==> src/rtl/uart_tx_fifo_drain_pkg.sv <==
// Shared UART definitions: FSM state encoding and the settle length used
// between a fifo becoming non-empty and latching its head word. Kept in a
// package so the future UART receiver can import the same definitions.
package uart_tx_fifo_drain_pkg;

    typedef enum logic [2:0] {
        ST_IDLE,
        ST_SETTLE,
        ST_START,
        ST_DATA,
        ST_PARITY,
        ST_STOP
    } uart_state_t;

    // Cycles spent in SETTLE before the head word is latched and popped.
    localparam int unsigned UART_SETTLE_CYCLES = 2;

endpackage

==> src/rtl/uart_tx_fifo_drain_baud_tick.sv <==
// uart_baud_tick: bit-time counter for the UART. Counts 0..clkDiv_p-1 and
// flags the last cycle of each bit time; a synchronous clear holds it at 0.
// Ports:
//   clk_i   - system clock
//   rst_ni  - asynchronous active-low reset
//   clear_i - synchronous clear; counter held at 0 and tick suppressed
//   tick_o  - high on the last cycle of a bit time (count == clkDiv_p-1)
module uart_baud_tick #(
    parameter int unsigned clkDiv_p = 104
) (
    input  logic clk_i,
    input  logic rst_ni,
    input  logic clear_i,
    output logic tick_o
);

    localparam int unsigned CntW = (clkDiv_p > 1) ? $clog2(clkDiv_p) : 1;

    logic [CntW-1:0] count;

    assign tick_o = !clear_i && (count == CntW'(clkDiv_p - 1));

    always_ff @(posedge clk_i or negedge rst_ni) begin
        if (!rst_ni) begin
            count <= '0;
        end else if (clear_i || tick_o) begin
            count <= '0;
        end else begin
            count <= count + 1'b1;
        end
    end

endmodule

==> src/rtl/uart_tx_fifo_drain.sv <==
// uart_tx_fifo_drain: drains a BRAM-backed fifo and serializes each word as
// a UART frame (start, data LSB first, [parity], stop). Two SETTLE cycles
// with the fifo non-empty precede every pop so the registered BRAM output
// and any same-address write have resolved before the head is latched.
// Build option: define UART_TX_PARITY_EN to insert an even-parity bit
// after the data bits; undefined gives start/data/stop frames.
// Ports:
//   clk_i        - system clock, rising edge
//   rst_ni       - asynchronous active-low reset
//   fifo_empty_i - fifo empty flag
//   fifo_data_i  - fifo head word (registered BRAM output)
//   fifo_read_o  - one-cycle pop strobe to the fifo
//   tx_o         - UART line, idle high, registered
//   busy_o       - high from leaving IDLE until the end of the last stop bit
module uart_tx_fifo_drain
    import uart_tx_fifo_drain_pkg::*;
#(
    parameter int unsigned clkDiv_p    = 104,
    parameter int unsigned dataWidth_p = 8,
    parameter int unsigned stopBits_p  = 1
) (
    input  logic                   clk_i,
    input  logic                   rst_ni,
    input  logic                   fifo_empty_i,
    input  logic [dataWidth_p-1:0] fifo_data_i,
    output logic                   fifo_read_o,
    output logic                   tx_o,
    output logic                   busy_o
);

    localparam int unsigned BitCntW = $clog2(dataWidth_p + 1);

    uart_state_t            state;
    logic [BitCntW-1:0]     bit_count;
    logic                   stop_count;
    logic                   settle_count;
    logic [dataWidth_p-1:0] shift;
    logic                   tx_q;
    logic                   busy_q;
    logic                   baud_clear;
    logic                   tick;
    logic                   settle_last;
`ifdef UART_TX_PARITY_EN
    logic                   parity_q;
`endif

    // Bit timer runs only while a frame is on the line, so it is at 0 on
    // the first START cycle.
    assign baud_clear = (state == ST_IDLE) || (state == ST_SETTLE);

    uart_baud_tick #(
        .clkDiv_p(clkDiv_p)
    ) u_baud (
        .clk_i  (clk_i),
        .rst_ni (rst_ni),
        .clear_i(baud_clear),
        .tick_o (tick)
    );

    assign settle_last = (settle_count == 1'(UART_SETTLE_CYCLES - 1));

    // Pop strobe is decoded from registered state and gated by the live
    // empty flag, so it can never fire against an empty fifo.
    assign fifo_read_o = (state == ST_SETTLE) && settle_last && !fifo_empty_i;

    assign tx_o   = tx_q;
    assign busy_o = busy_q;

    always_ff @(posedge clk_i or negedge rst_ni) begin
        if (!rst_ni) begin
            state        <= ST_IDLE;
            bit_count    <= '0;
            stop_count   <= 1'b0;
            settle_count <= 1'b0;
            shift        <= '0;
            tx_q         <= 1'b1;
            busy_q       <= 1'b0;
`ifdef UART_TX_PARITY_EN
            parity_q     <= 1'b0;
`endif
        end else begin
            case (state)
                ST_IDLE: begin
                    tx_q <= 1'b1;
                    if (!fifo_empty_i) begin
                        state        <= ST_SETTLE;
                        settle_count <= 1'b0;
                        busy_q       <= 1'b1;
                    end
                end
                ST_SETTLE: begin
                    if (fifo_empty_i) begin
                        state  <= ST_IDLE;
                        busy_q <= 1'b0;
                    end else if (settle_last) begin
                        shift      <= fifo_data_i;
`ifdef UART_TX_PARITY_EN
                        parity_q   <= ^fifo_data_i;
`endif
                        state      <= ST_START;
                        tx_q       <= 1'b0;
                        bit_count  <= '0;
                        stop_count <= 1'b0;
                    end else begin
                        settle_count <= settle_count + 1'b1;
                    end
                end
                ST_START: begin
                    if (tick) begin
                        state <= ST_DATA;
                        tx_q  <= shift[0];
                    end
                end
                ST_DATA: begin
                    if (tick) begin
                        if (bit_count == BitCntW'(dataWidth_p - 1)) begin
`ifdef UART_TX_PARITY_EN
                            state <= ST_PARITY;
                            tx_q  <= parity_q;
`else
                            state <= ST_STOP;
                            tx_q  <= 1'b1;
`endif
                        end else begin
                            bit_count <= bit_count + 1'b1;
                            shift     <= shift >> 1;
                            tx_q      <= shift[1];
                        end
                    end
                end
                ST_PARITY: begin
                    if (tick) begin
                        state <= ST_STOP;
                        tx_q  <= 1'b1;
                    end
                end
                ST_STOP: begin
                    if (tick) begin
                        if (stop_count == 1'(stopBits_p - 1)) begin
                            stop_count <= 1'b0;
                            if (!fifo_empty_i) begin
                                state        <= ST_SETTLE;
                                settle_count <= 1'b0;
                            end else begin
                                state  <= ST_IDLE;
                                busy_q <= 1'b0;
                            end
                        end else begin
                            stop_count <= stop_count + 1'b1;
                        end
                    end
                end
                default: begin
                    state  <= ST_IDLE;
                    tx_q   <= 1'b1;
                    busy_q <= 1'b0;
                end
            endcase
        end
    end

endmodule

==> config.mk <==
export PLATFORM = sky130hd
export DESIGN_NAME = uart_tx_fifo_drain
export DESIGN_NICKNAME = d
export VERILOG_FILES = /design/src/rtl/uart_tx_fifo_drain_pkg.sv /design/src/rtl/uart_tx_fifo_drain_baud_tick.sv /design/src/rtl/uart_tx_fifo_drain.sv
export SDC_FILE = /design/constraint.sdc
export NUM_CORES = 1
export LEC_CHECK = 0
export CORE_UTILIZATION = 55
export CTS_CLUSTER_DIAMETER = 60
export DETAILED_ROUTE_END_ITERATION = 8
export GPL_TIMING_DRIVEN = 0
export PLACE_DENSITY = 0.82
export RECOVER_POWER = 25
export SYNTH_ARGS = -nofsm -noshare
export SYNTH_HDL_FRONTEND = slang
export SYNTH_SLANG_ARGS = --single-unit
==> constraint.sdc <==
create_clock -name clk_i -period 2.4 [get_ports clk_i]
set_clock_uncertainty 0.1 [all_clocks]
set_input_delay 0.24 -clock clk_i [delete_from_list [all_inputs] [get_ports clk_i]]
set_output_delay 0.24 -clock clk_i [all_outputs]
set_load 0.1 [all_outputs]
==> results.tsv, run 1 <==
stage	metric	value	unit
layout	synthesis-to-finish area growth	14.4	%
cts	Root Buffer	clkbuf_4	
global_routing	vias in the first global route	1033	
logic_synthesis	asr flop ratio synth	100	%
detailed_routing	Remaining DRCs	0	
detailed_routing	Final ANT Viol Nets	0	
detailed_routing	Routed met1 length	1310	um
logic_synthesis	Syn Area/Cell	9.38	um2
critical_path	R2R cell count	6	
min_path	WHS Endpoint	u_baud.count[0]$_DFF_PN0_	
outcome	outcome	completed	
global_routing	first-pass GRT wire length	4460	um
global_routing	GRT Total Usage	22.8	%
critical_path	Reg-to-Reg End	bit_count[0]$_DFFE_PN0P_	
critical_path	Crit. End Element	output port	
timing	Fmax	0.436	GHz
timing	RSZ-0062 raised after global routing	false	
critical_path	largest fanout on the critical path	10	
layout	Antenna Cells	0	
logic_synthesis	Synth Register Bits	25	
logic_synthesis	Yosys warnings	0	
cts	TritonCTS Sinks	25	
detailed_routing	First-pass DRT Iterations	4	
cts	Num CTS Buffers	3	
critical_path	Worst EP arrival	1950	ps
critical_path	cells along the critical path	clkbuf_1 > nand3_1 > buf_2 > inv_1 > clkbuf_4	
pwr	Cell Int Power	502	uW
pwr	switching pwr	143	uW
pwr	Pwr Density	417	nW/um2
critical_path	max incr delay on CP	370	ps
pwr	clock share of power	30.0	%
logic_synthesis	mapped cell area	1350	um2
pwr	Sw Ratio	22.2	%
detailed_routing	wire per inst	14.1	um
cts	# Post-CTS Setup Buffers	0	
critical_path	Worst EP required	2060	ps
logic_synthesis	Syn Nets	157	
die	die width	51.6	um
global_routing	GRT overflow	0	
pwr	part of the power in registers	65.6	%
critical_path	CP Launch Type	flip-flop	
detailed_routing	top sig layer	met4	
layout	share of cells above drive strength 1	10.6	%
min_path	worst hold path class	flip-flop to flip-flop	
pwr	logic gate share of total power	4.4	%
cts	Clock Pin Slew Worst Setup and Hold Paths	130	ps
placement	I/O Buffers	13	
min_path	worst hold path depth	1	
critical_path	flop2flop setup slack	530	ps
layout	Post-layout nets	175	
timing	Worst slew margin	26.7	%
logic_synthesis	Post-synth EDFFs	0	
placement	GPL Wtd Cong	0.841	
detailed_routing	Initial DRC Count	15	
layout	final core utilization	68.6	%
die	I/O pin count	14	
timing	Final setup viols	0	
pwr	leak pwr	0.705	nW
layout	Final Cell Area	1550	um2
detailed_routing	met2 WL	1190	um
cts	clk buf depth	2	
logic_synthesis	synthesized instance count	144	
die	Placeable Area	2250	um2
global_routing	largest net degree at the start of global routing	26	
timing	Period minus WS final	2290	ps
detailed_routing	routed wl met3	114	um
die	FP Rows	17	
cts	Skew-Pair Late Insertion Delay	330	ps
die	DIE HEIGHT	51.6	um
timing	fin crit share	95.5	%
pwr	Max IR drop VDD	0.000464	V
critical_path	kind of critical path	flip-flop to output port	
timing	worst slew pin tran	1100	ps
min_path	HP Start	u_baud.count[0]$_DFF_PN0_	
detailed_routing	Vias/cell	5.91	
critical_path	Worst path slowest cell	clkbuf_4	
placement	dpl cell area	1520	um2
global_routing	initial antenna violation count	0	
die	initial core utilization	59.9	%
layout	Fill cells	189	
timing	Fin. Hold Viols	0	
detailed_routing	Routed WL	2670	um
die	DIE AREA	2660	um2
logic_synthesis	Top FF cell, synth	dfrtp_1	
detailed_routing	via count	1117	
job	max-capacitance violation count	0	
logic_synthesis	unique cell type count in the Yosys netlist	43	
logic_synthesis	sequential area share after synthesis	46.4	%
critical_path	reg-to-reg startpoint	u_baud.count[0]$_DFF_PN0_	
placement	post-DP HPWL	1880	um
cts	CTS tree	built	
timing	pins over their slew limit	0	
cts	# H-tree levels	1	
[how the worst max path moves through the flow]
| stage | startpoint | endpoint | cells after the start |
|---|---|---|---|
| floorplan | state[0]$_DFFE_PN0P_ | shift[0]$_DFFE_PN0P_ | 6 |
| global placement | fifo_empty_i | fifo_read_o | 6 |
| detailed placement | fifo_empty_i | fifo_read_o | 6 |
| CTS | state[0]$_DFFE_PN0P_ | fifo_read_o | 5 |
| global route | state[0]$_DFFE_PN0P_ | fifo_read_o | 5 |
| finish | state[0]$_DFFE_PN0P_ | fifo_read_o | 5 |
[power groups by stage]
stage                     Sequential, mW  Clock [mW]  Combinational (mW)
final                              0.423       0.193              0.0286
after global routing               0.423       0.211              0.0312
after CTS                          0.423       0.197              0.0297
after detailed placement           0.431           0              0.0295
after global placement             0.431           0              0.0290
after floorplan                    0.431           0             0.00351
[synth_stat cells (2+ instances only)]
cell type / instances / area, um2
a21oi_1: 3 / 15.0
inv_1: 11 / 41.3
xnor2_1: 2 / 17.5
xor2_1: 2 / 17.5
a31o_2: 2 / 17.5
a211oi_1: 6 / 45.0
nand3_1: 7 / 35.0
nand2_1: 8 / 30.0
clkbuf_1: 3 / 11.3
ha_1: 2 / 25.0
nor2_1: 21 / 78.8
o211ai_1: 2 / 15.0
o21ai_0: 8 / 40.0
buf_6: 3 / 33.8
dfrtp_1: 24 / 601
o211a_1: 2 / 20.0
nor3_1: 10 / 50.1
nor2b_1: 3 / 18.8
[registers in the layout, indices dropped and copies added (netlist names)]
signal	flops
busy_o	1
u_baud.count	7
tx_o	1
shift	8
state	3
bit_count	4
settle_count	1
[cell type report]
cell class,instances,area (um2),area share [%]
multi-input cells,101,633,40.9
clock buffers,3,22.5,1.46
clock inverters,1,7.51,0.485
inverters,11,41.3,2.67
flip-flops and latches,25,627,40.5
well taps,28,35.0,2.27
plain buffers,7,50.0,3.24
repair buffers,13,130,8.41
[logic make-up (layout without fill, tap and decap cells)]
kind of cell	count (synthesis)	after routing	synth area share, %
and+or+nand+nor	61	61	23.4
AOI/OAI and AO/OA	32	32	17.1
DFF	25	25	46.4
buffers and inverters	18	35	6.76
xor gates and xnor gates	4	4	2.59
adders and majority gates	2	2	1.85
muxes	2	2	1.85
[placed cells by master (no fill, tap or decap), types with 2 or more instances in the layout]
cell type | netlist | layout
a211oi_1 | 6 | 6
a21oi_1 | 3 | 3
a31o_2 | 2 | 2
buf_6 | 3 | 3
clkbuf_1 | 3 | 3
clkbuf_4 | 0 | 4
clkdlybuf4s50_1 | 0 | 10
dfrtp_1 | 24 | 24
ha_1 | 2 | 2
inv_1 | 11 | 11
nand2_1 | 8 | 8
nand3_1 | 7 | 7
nor2_1 | 21 | 21
nor2b_1 | 3 | 3
nor3_1 | 10 | 10
o211a_1 | 2 | 2
o211ai_1 | 2 | 2
o21ai_0 | 8 | 8
xnor2_1 | 2 | 2
xor2_1 | 2 | 2
[timing repair]
item / in CTS / in global routing
hold buffers: 0 / 0
hold endpoints to repair: 0 / 0
setup endpoints to repair: 1 / 2
resized for setup: 5 / 2
[critical path, delay by kind of cell, from the launching register on]
kind	cells	cell delay [ps]
AND/OR/NAND/NOR	1	160
buffers and inverters	4	1110
flip-flops	1	360
[stage by stage]
stage | hold slack, ps | instances | TNS [ps] | total power, mW | worst slack, ps
final | 375 | 189 | 0 | 0.645 | 108
after CTS | 374 | 189 | 0 | 0.650 | 20.5
after floorplan | -156 | 144 | 0 | 0.434 | 389
after detailed placement | 356 | 185 | -491 | 0.460 | -491
after global placement | 348 | 185 | -473 | 0.460 | -473
after global routing | 392 | 189 | 0 | 0.666 | 24.1
[routing by layer]
layer	global-route usage, %	vias up
met5	0	-
met4	11.7	0
met3	3.80	5
met2	34.0	28
met1	31.9	544
li1	-	540
No activity file was read; power rests on OpenSTA's default activity.
==> run 2: changes to the inputs <==
--- a/config.mk
+++ b/config.mk
@@ -5,11 +5,12 @@
 export SDC_FILE = /design/constraint.sdc
 export NUM_CORES = 1
 export LEC_CHECK = 0
-export CORE_UTILIZATION = 55
+export CORE_UTILIZATION = 58
+export CTS_BUF_LIST = sky130_fd_sc_hd__clkbuf_2 sky130_fd_sc_hd__clkbuf_4 sky130_fd_sc_hd__clkbuf_8
 export CTS_CLUSTER_DIAMETER = 60
 export DETAILED_ROUTE_END_ITERATION = 8
 export GPL_TIMING_DRIVEN = 0
-export PLACE_DENSITY = 0.82
+export PLACE_DENSITY = 0.85
 export RECOVER_POWER = 25
 export SYNTH_ARGS = -nofsm -noshare
 export SYNTH_HDL_FRONTEND = slang
==> run 2 against run 1 <==
  * Sequential power barely moved
  * Setup slack improved by 78 ps
  * Register-to-register slack worse by 40 ps
  * Largest power group unchanged
  * Utilization grew 1.0 points
==> results.tsv, run 2 (same netlist as run 1, synthesis figures left out) <==
stage	metric	value	unit
outcome	outcome	completed	
timing	worst slew pin tran	1100	ps
global_routing	GRT Total Usage	25.9	%
job	max-capacitance violation count	0	
placement	post-place setup slack	-531	ps
timing	Worst slew margin	26.6	%
critical_path	flop2flop setup slack	490	ps
cts	Root Buffer	clkbuf_4	
critical_path	Worst path slowest cell	clkdlybuf4s50_1	
detailed_routing	via count	1105	
placement	I/O Buffers	13	
min_path	worst hold path depth	1	
die	die width	50.3	um
global_routing	first-pass GRT wire length	4850	um
critical_path	CP Launch Type	flip-flop	
critical_path	R2R cell count	6	
layout	largest registers	shift: 8 flops, u_baud.count: 7 flops, bit_count: 4 flops	
critical_path	max incr delay on CP	1150	ps
die	Placeable Area	2210	um2
layout	synthesis-to-finish area growth	14.0	%
pwr	Pwr Density	414	nW/um2
pwr	leak pwr	0.708	nW
critical_path	reg-to-reg startpoint	u_baud.count[0]$_DFF_PN0_	
critical_path	Worst EP required	2060	ps
layout	leading cell type in the layout, fill and taps excluded	dfrtp_1	
layout	max FFs per register	8	
timing	Fin. Hold Viols	0	
layout	Fill cells	183	
critical_path	largest fanout on the critical path	4	
min_path	WHS Endpoint	u_baud.count[0]$_DFF_PN0_	
timing	Fmax	0.452	GHz
die	DIE HEIGHT	50.3	um
detailed_routing	Routed WL	2810	um
critical_path	Crit. End Element	output port	
cts	clk buf depth	2	
cts	Num CTS Buffers	3	
timing	PnR worst setup slack	186	ps
cts	# Post-CTS Setup Buffers	0	
min_path	HP Start	u_baud.count[0]$_DFF_PN0_	
detailed_routing	wire per inst	15.0	um
layout	final core utilization	69.6	%
detailed_routing	First-pass DRT Iterations	4	
timing	Period minus WS final	2210	ps
die	initial core utilization	61.1	%
cts	CTS tree	built	
timing	hold_ws	387	ps
global_routing	initial antenna violation count	0	
placement	post-DP HPWL	2080	um
layout	register area	627	um2
detailed_routing	Initial DRC Count	21	
detailed_routing	Remaining DRCs	0	
layout	area occupied by multi-input gates	633	um2
placement	GPL Wtd Cong	0.796	
cts	# H-tree levels	1	
layout	share of cells above drive strength 1	10.6	%
cts	Clock Pin Slew Worst Setup and Hold Paths	130	ps
global_routing	GRT overflow	0	
critical_path	kind of critical path	flip-flop to output port	
layout	most frequent cells in the layout	dfrtp_1 (24), nor2_1 (21), inv_1 (11)	
critical_path	Crit path max-delay family	buffers and inverters	
detailed_routing	Final ANT Viol Nets	0	
critical_path	Reg-to-Reg End	bit_count[3]$_DFFE_PN0P_	
critical_path	Worst EP arrival	1870	ps
timing	fin crit share	92.3	%
timing	Fin Setup TNS	0	ps
detailed_routing	Vias/cell	5.88	
layout	Antenna Cells	0	
cts	Skew-Pair Late Insertion Delay	320	ps
layout	Post-layout nets	174	
die	FP Rows	17	
pwr	Max IR drop VDD	0.000433	V
timing	pins over their slew limit	0	
cts	TritonCTS Sinks	25	
die	DIE AREA	2530	um2
timing	RSZ-0062 raised after global routing	false	
timing	Final setup viols	0	
critical_path	cells along the critical path	clkdlybuf4s50_1	
layout	Top reg by flops	shift	
global_routing	largest net degree at the start of global routing	26	
die	I/O pin count	14	
min_path	worst hold path class	flip-flop to flip-flop	
critical_path	WP buf/inv	1	
global_routing	vias in the first global route	1021	
pwr	Pwr Total	638	uW
-- run 2: changes by cell type in the layout (fill, tap and decap cells not counted), sizes merged --
cell | previous run | this run
clkbuf | 7 | 5
buf | 4 | 5
clkinv | 0 | 1
clkinvlp | 1 | 0
-- run 2: routing by layer --
metal / vias up / routed length [um] / GRT usage (%)
met5: - / 0 / 0
met4: 0 / 38 / 11.0
met3: 4 / 93 / 3.94
met2: 25 / 1330 / 40.9
met1: 536 / 1350 / 35.2
li1: 540 / - / -
-- run 2: report_power, final --
group          switching (mW)  internal, mW
Sequential           0.000930         0.422
Clock                   0.124        0.0624
Combinational          0.0127        0.0161
-- run 2: cell type report --
class	count	share of cell area, %
Buffer	6	3.01
Clock buffer	3	1.46
Clock inverter	1	0.325
Inverter	11	2.68
Multi-Input combinational cell	101	41.1
Sequential cell	25	40.7
Tap cell	28	2.27
Timing Repair Buffer	13	8.45
-- run 2: stage by stage --
stage | std cells | cell area (um2)
2_1_floorplan | 144 | 1350
3_3_place_gp | 185 | 1520
3_5_place_dp | 185 | 1520
4_1_cts | 189 | 1540
5_1_grt | 188 | 1540
6_report | 188 | 1540
-- run 2: worst max-delay path by stage --
stage / start / end / slack, ps / cells past startpoint
after floorplan: state[0]$_DFFE_PN0P_ / shift[0]$_DFFE_PN0P_ / 390 / 6
after global placement: fifo_empty_i / fifo_read_o / -470 / 6
after detailed placement: fifo_empty_i / fifo_read_o / -530 / 6
after CTS: state[0]$_DFFE_PN0P_ / fifo_read_o / 30 / 5
after global routing: state[1]$_DFFE_PN0P_ / fifo_read_o / 20 / 5
final: busy_o$_DFFE_PN0P_ / busy_o / 190 / 1
-- run 2: repair_timing --
item / in CTS / in global routing
hold endpoints to repair: 0 / 0
endpoints found under the setup margin: 1 / 2
gates resized for setup: 5 / 3
hold buffers: 0 / 0
==> run 3: changes to the inputs <==
--- a/config.mk
+++ b/config.mk
@@ -12,6 +12,7 @@
 export GPL_TIMING_DRIVEN = 0
 export PLACE_DENSITY = 0.85
 export RECOVER_POWER = 25
+export SLEW_MARGIN = 20
 export SYNTH_ARGS = -nofsm -noshare
 export SYNTH_HDL_FRONTEND = slang
 export SYNTH_SLANG_ARGS = --single-unit
==> run 3 against run 2 <==
  * Maximum frequency decreased by 0.16%
  * Critical path depth is 4 higher
  * Combinational power grew 2%
  * Die area is the same
  * Via count increased by 0.81%
  * Clock power about the same
  * Critical path type unchanged
==> results.tsv, run 3 (same netlist as run 1, synthesis figures left out) <==
stage	metric	value	unit
outcome	outcome	completed	
layout	final core utilization	69.8	%
pwr	Max IR drop VDD	0.000434	V
detailed_routing	wire per inst	14.9	um
critical_path	largest fanout on the critical path	10	
cts	Root Buffer	clkbuf_4	
timing	Fin. Hold Viols	0	
critical_path	flop2flop setup slack	480	ps
pwr	Pwr Total	639	uW
die	DIE AREA	2530	um2
layout	largest registers	shift: 8 flops, u_baud.count: 7 flops, bit_count: 4 flops	
timing	Final setup viols	0	
cts	clk buf depth	2	
placement	GPL Wtd Cong	0.796	
global_routing	GRT Total Usage	25.9	%
detailed_routing	Vias/cell	5.89	
critical_path	Worst EP required	2060	ps
global_routing	GRT overflow	0	
layout	most frequent cells in the layout	dfrtp_1 (24), nor2_1 (21), inv_1 (11)	
critical_path	Crit. End Element	output port	
cts	# H-tree levels	1	
cts	TritonCTS Sinks	25	
timing	RSZ-0062 raised after global routing	false	
critical_path	Worst EP arrival	1880	ps
min_path	worst hold path depth	1	
pwr	leak pwr	0.709	nW
global_routing	initial antenna violation count	0	
layout	synthesis-to-finish area growth	14.3	%
detailed_routing	Remaining DRCs	0	
global_routing	largest net degree at the start of global routing	26	
timing	Fmax	0.451	GHz
cts	CTS tree	built	
layout	Top reg by flops	shift	
die	Placeable Area	2210	um2
min_path	worst hold path class	flip-flop to flip-flop	
min_path	HP Start	u_baud.count[0]$_DFF_PN0_	
global_routing	vias in the first global route	1021	
timing	Worst slew margin	12.5	%
layout	share of cells above drive strength 1	10.6	%
pwr	Pwr Density	414	nW/um2
critical_path	CP Launch Type	flip-flop	
die	initial core utilization	61.1	%
critical_path	kind of critical path	flip-flop to output port	
die	I/O pin count	14	
timing	fin crit share	92.4	%
layout	Antenna Cells	0	
detailed_routing	First-pass DRT Iterations	4	
critical_path	R2R cell count	6	
detailed_routing	via count	1114	
die	die width	50.3	um
die	DIE HEIGHT	50.3	um
critical_path	Reg-to-Reg End	bit_count[3]$_DFFE_PN0P_	
detailed_routing	Final ANT Viol Nets	0	
min_path	WHS Endpoint	u_baud.count[0]$_DFF_PN0_	
cts	Clock Pin Slew Worst Setup and Hold Paths	130	ps
layout	max FFs per register	8	
cts	Num CTS Buffers	3	
layout	Post-layout nets	175	
cts	Skew-Pair Late Insertion Delay	310	ps
placement	dpl cell area	1520	um2
critical_path	reg-to-reg startpoint	u_baud.count[0]$_DFF_PN0_	
die	FP Rows	17	
layout	leading cell type in the layout, fill and taps excluded	dfrtp_1	
job	max-capacitance violation count	0	
timing	Period minus WS final	2220	ps
layout	Final Cell Area	1540	um2
timing	pins over their slew limit	0	
global_routing	first-pass GRT wire length	4850	um
placement	post-DP HPWL	2080	um
detailed_routing	Initial DRC Count	21	
timing	worst slew pin tran	1310	ps
placement	I/O Buffers	13	
detailed_routing	Routed WL	2820	um
-- run 3: worst max path at each step --
stage,start,to,slack [ps]
finish,state[1]$_DFFE_PN0P_,fifo_read_o,180
global route,state[1]$_DFFE_PN0P_,fifo_read_o,20
CTS,state[0]$_DFFE_PN0P_,fifo_read_o,30
detailed placement,fifo_empty_i,fifo_read_o,-530
global placement,fifo_empty_i,fifo_read_o,-470
floorplan,state[0]$_DFFE_PN0P_,shift[0]$_DFFE_PN0P_,390
-- run 3: what timing repair did --
| action | CTS | global route |
|---|---|---|
| pin swaps | 0 | 0 |
| endpoints found under the hold margin | 0 | 24 |
| endpoints found under the setup margin | 1 | 2 |
| gates resized for setup | 5 | 3 |
| setup buffers | 0 | 0 |
| hold buffers | 0 | 1 |
-- run 3: critical path: stages (launching register included) --
cell	delay, ps
dfrtp_1	440
nor2_1	260
nand3_1	150
buf_2	220
inv_1	180
buf_4	320
-- run 3: per-layer routing --
layer	vias up	GRT usage, %	part of all wire [%]	wire length (um)
met5	-	0	0	0
met4	0	11.0	1.3	38
met3	4	3.94	3.6	101
met2	29	40.9	47	1330
met1	539	35.2	48	1350
li1	542	-	-	-
-- run 3: final cells by class --
type | count | area (um2)
multi-input cells | 101 | 633
inverters | 11 | 41.3
well taps | 28 | 35.0
fillers | 183 | 668
clock inverters | 1 | 5.00
flip-flops and latches | 25 | 627
repair buffers | 14 | 134
plain buffers | 6 | 46.3
clock buffers | 3 | 22.5
-- run 3: metrics by stage --
step	worst slack [ps]	hold slack (ps)	setup TNS, ps	instances
finish	182	387	0	189
global route	22.1	411	0	189
CTS	33.4	388	0	189
detailed placement	-531	370	-531	185
global placement	-465	347	-465	185
floorplan	389	-156	0	144
-- run 3: power by group --
part / leakage, nW / internal, mW / switching, mW
clock: 0.0177 / 0.0624 / 0.124
sequential: 0.273 / 0.422 / 0.000928
combinational: 0.419 / 0.0164 / 0.0129
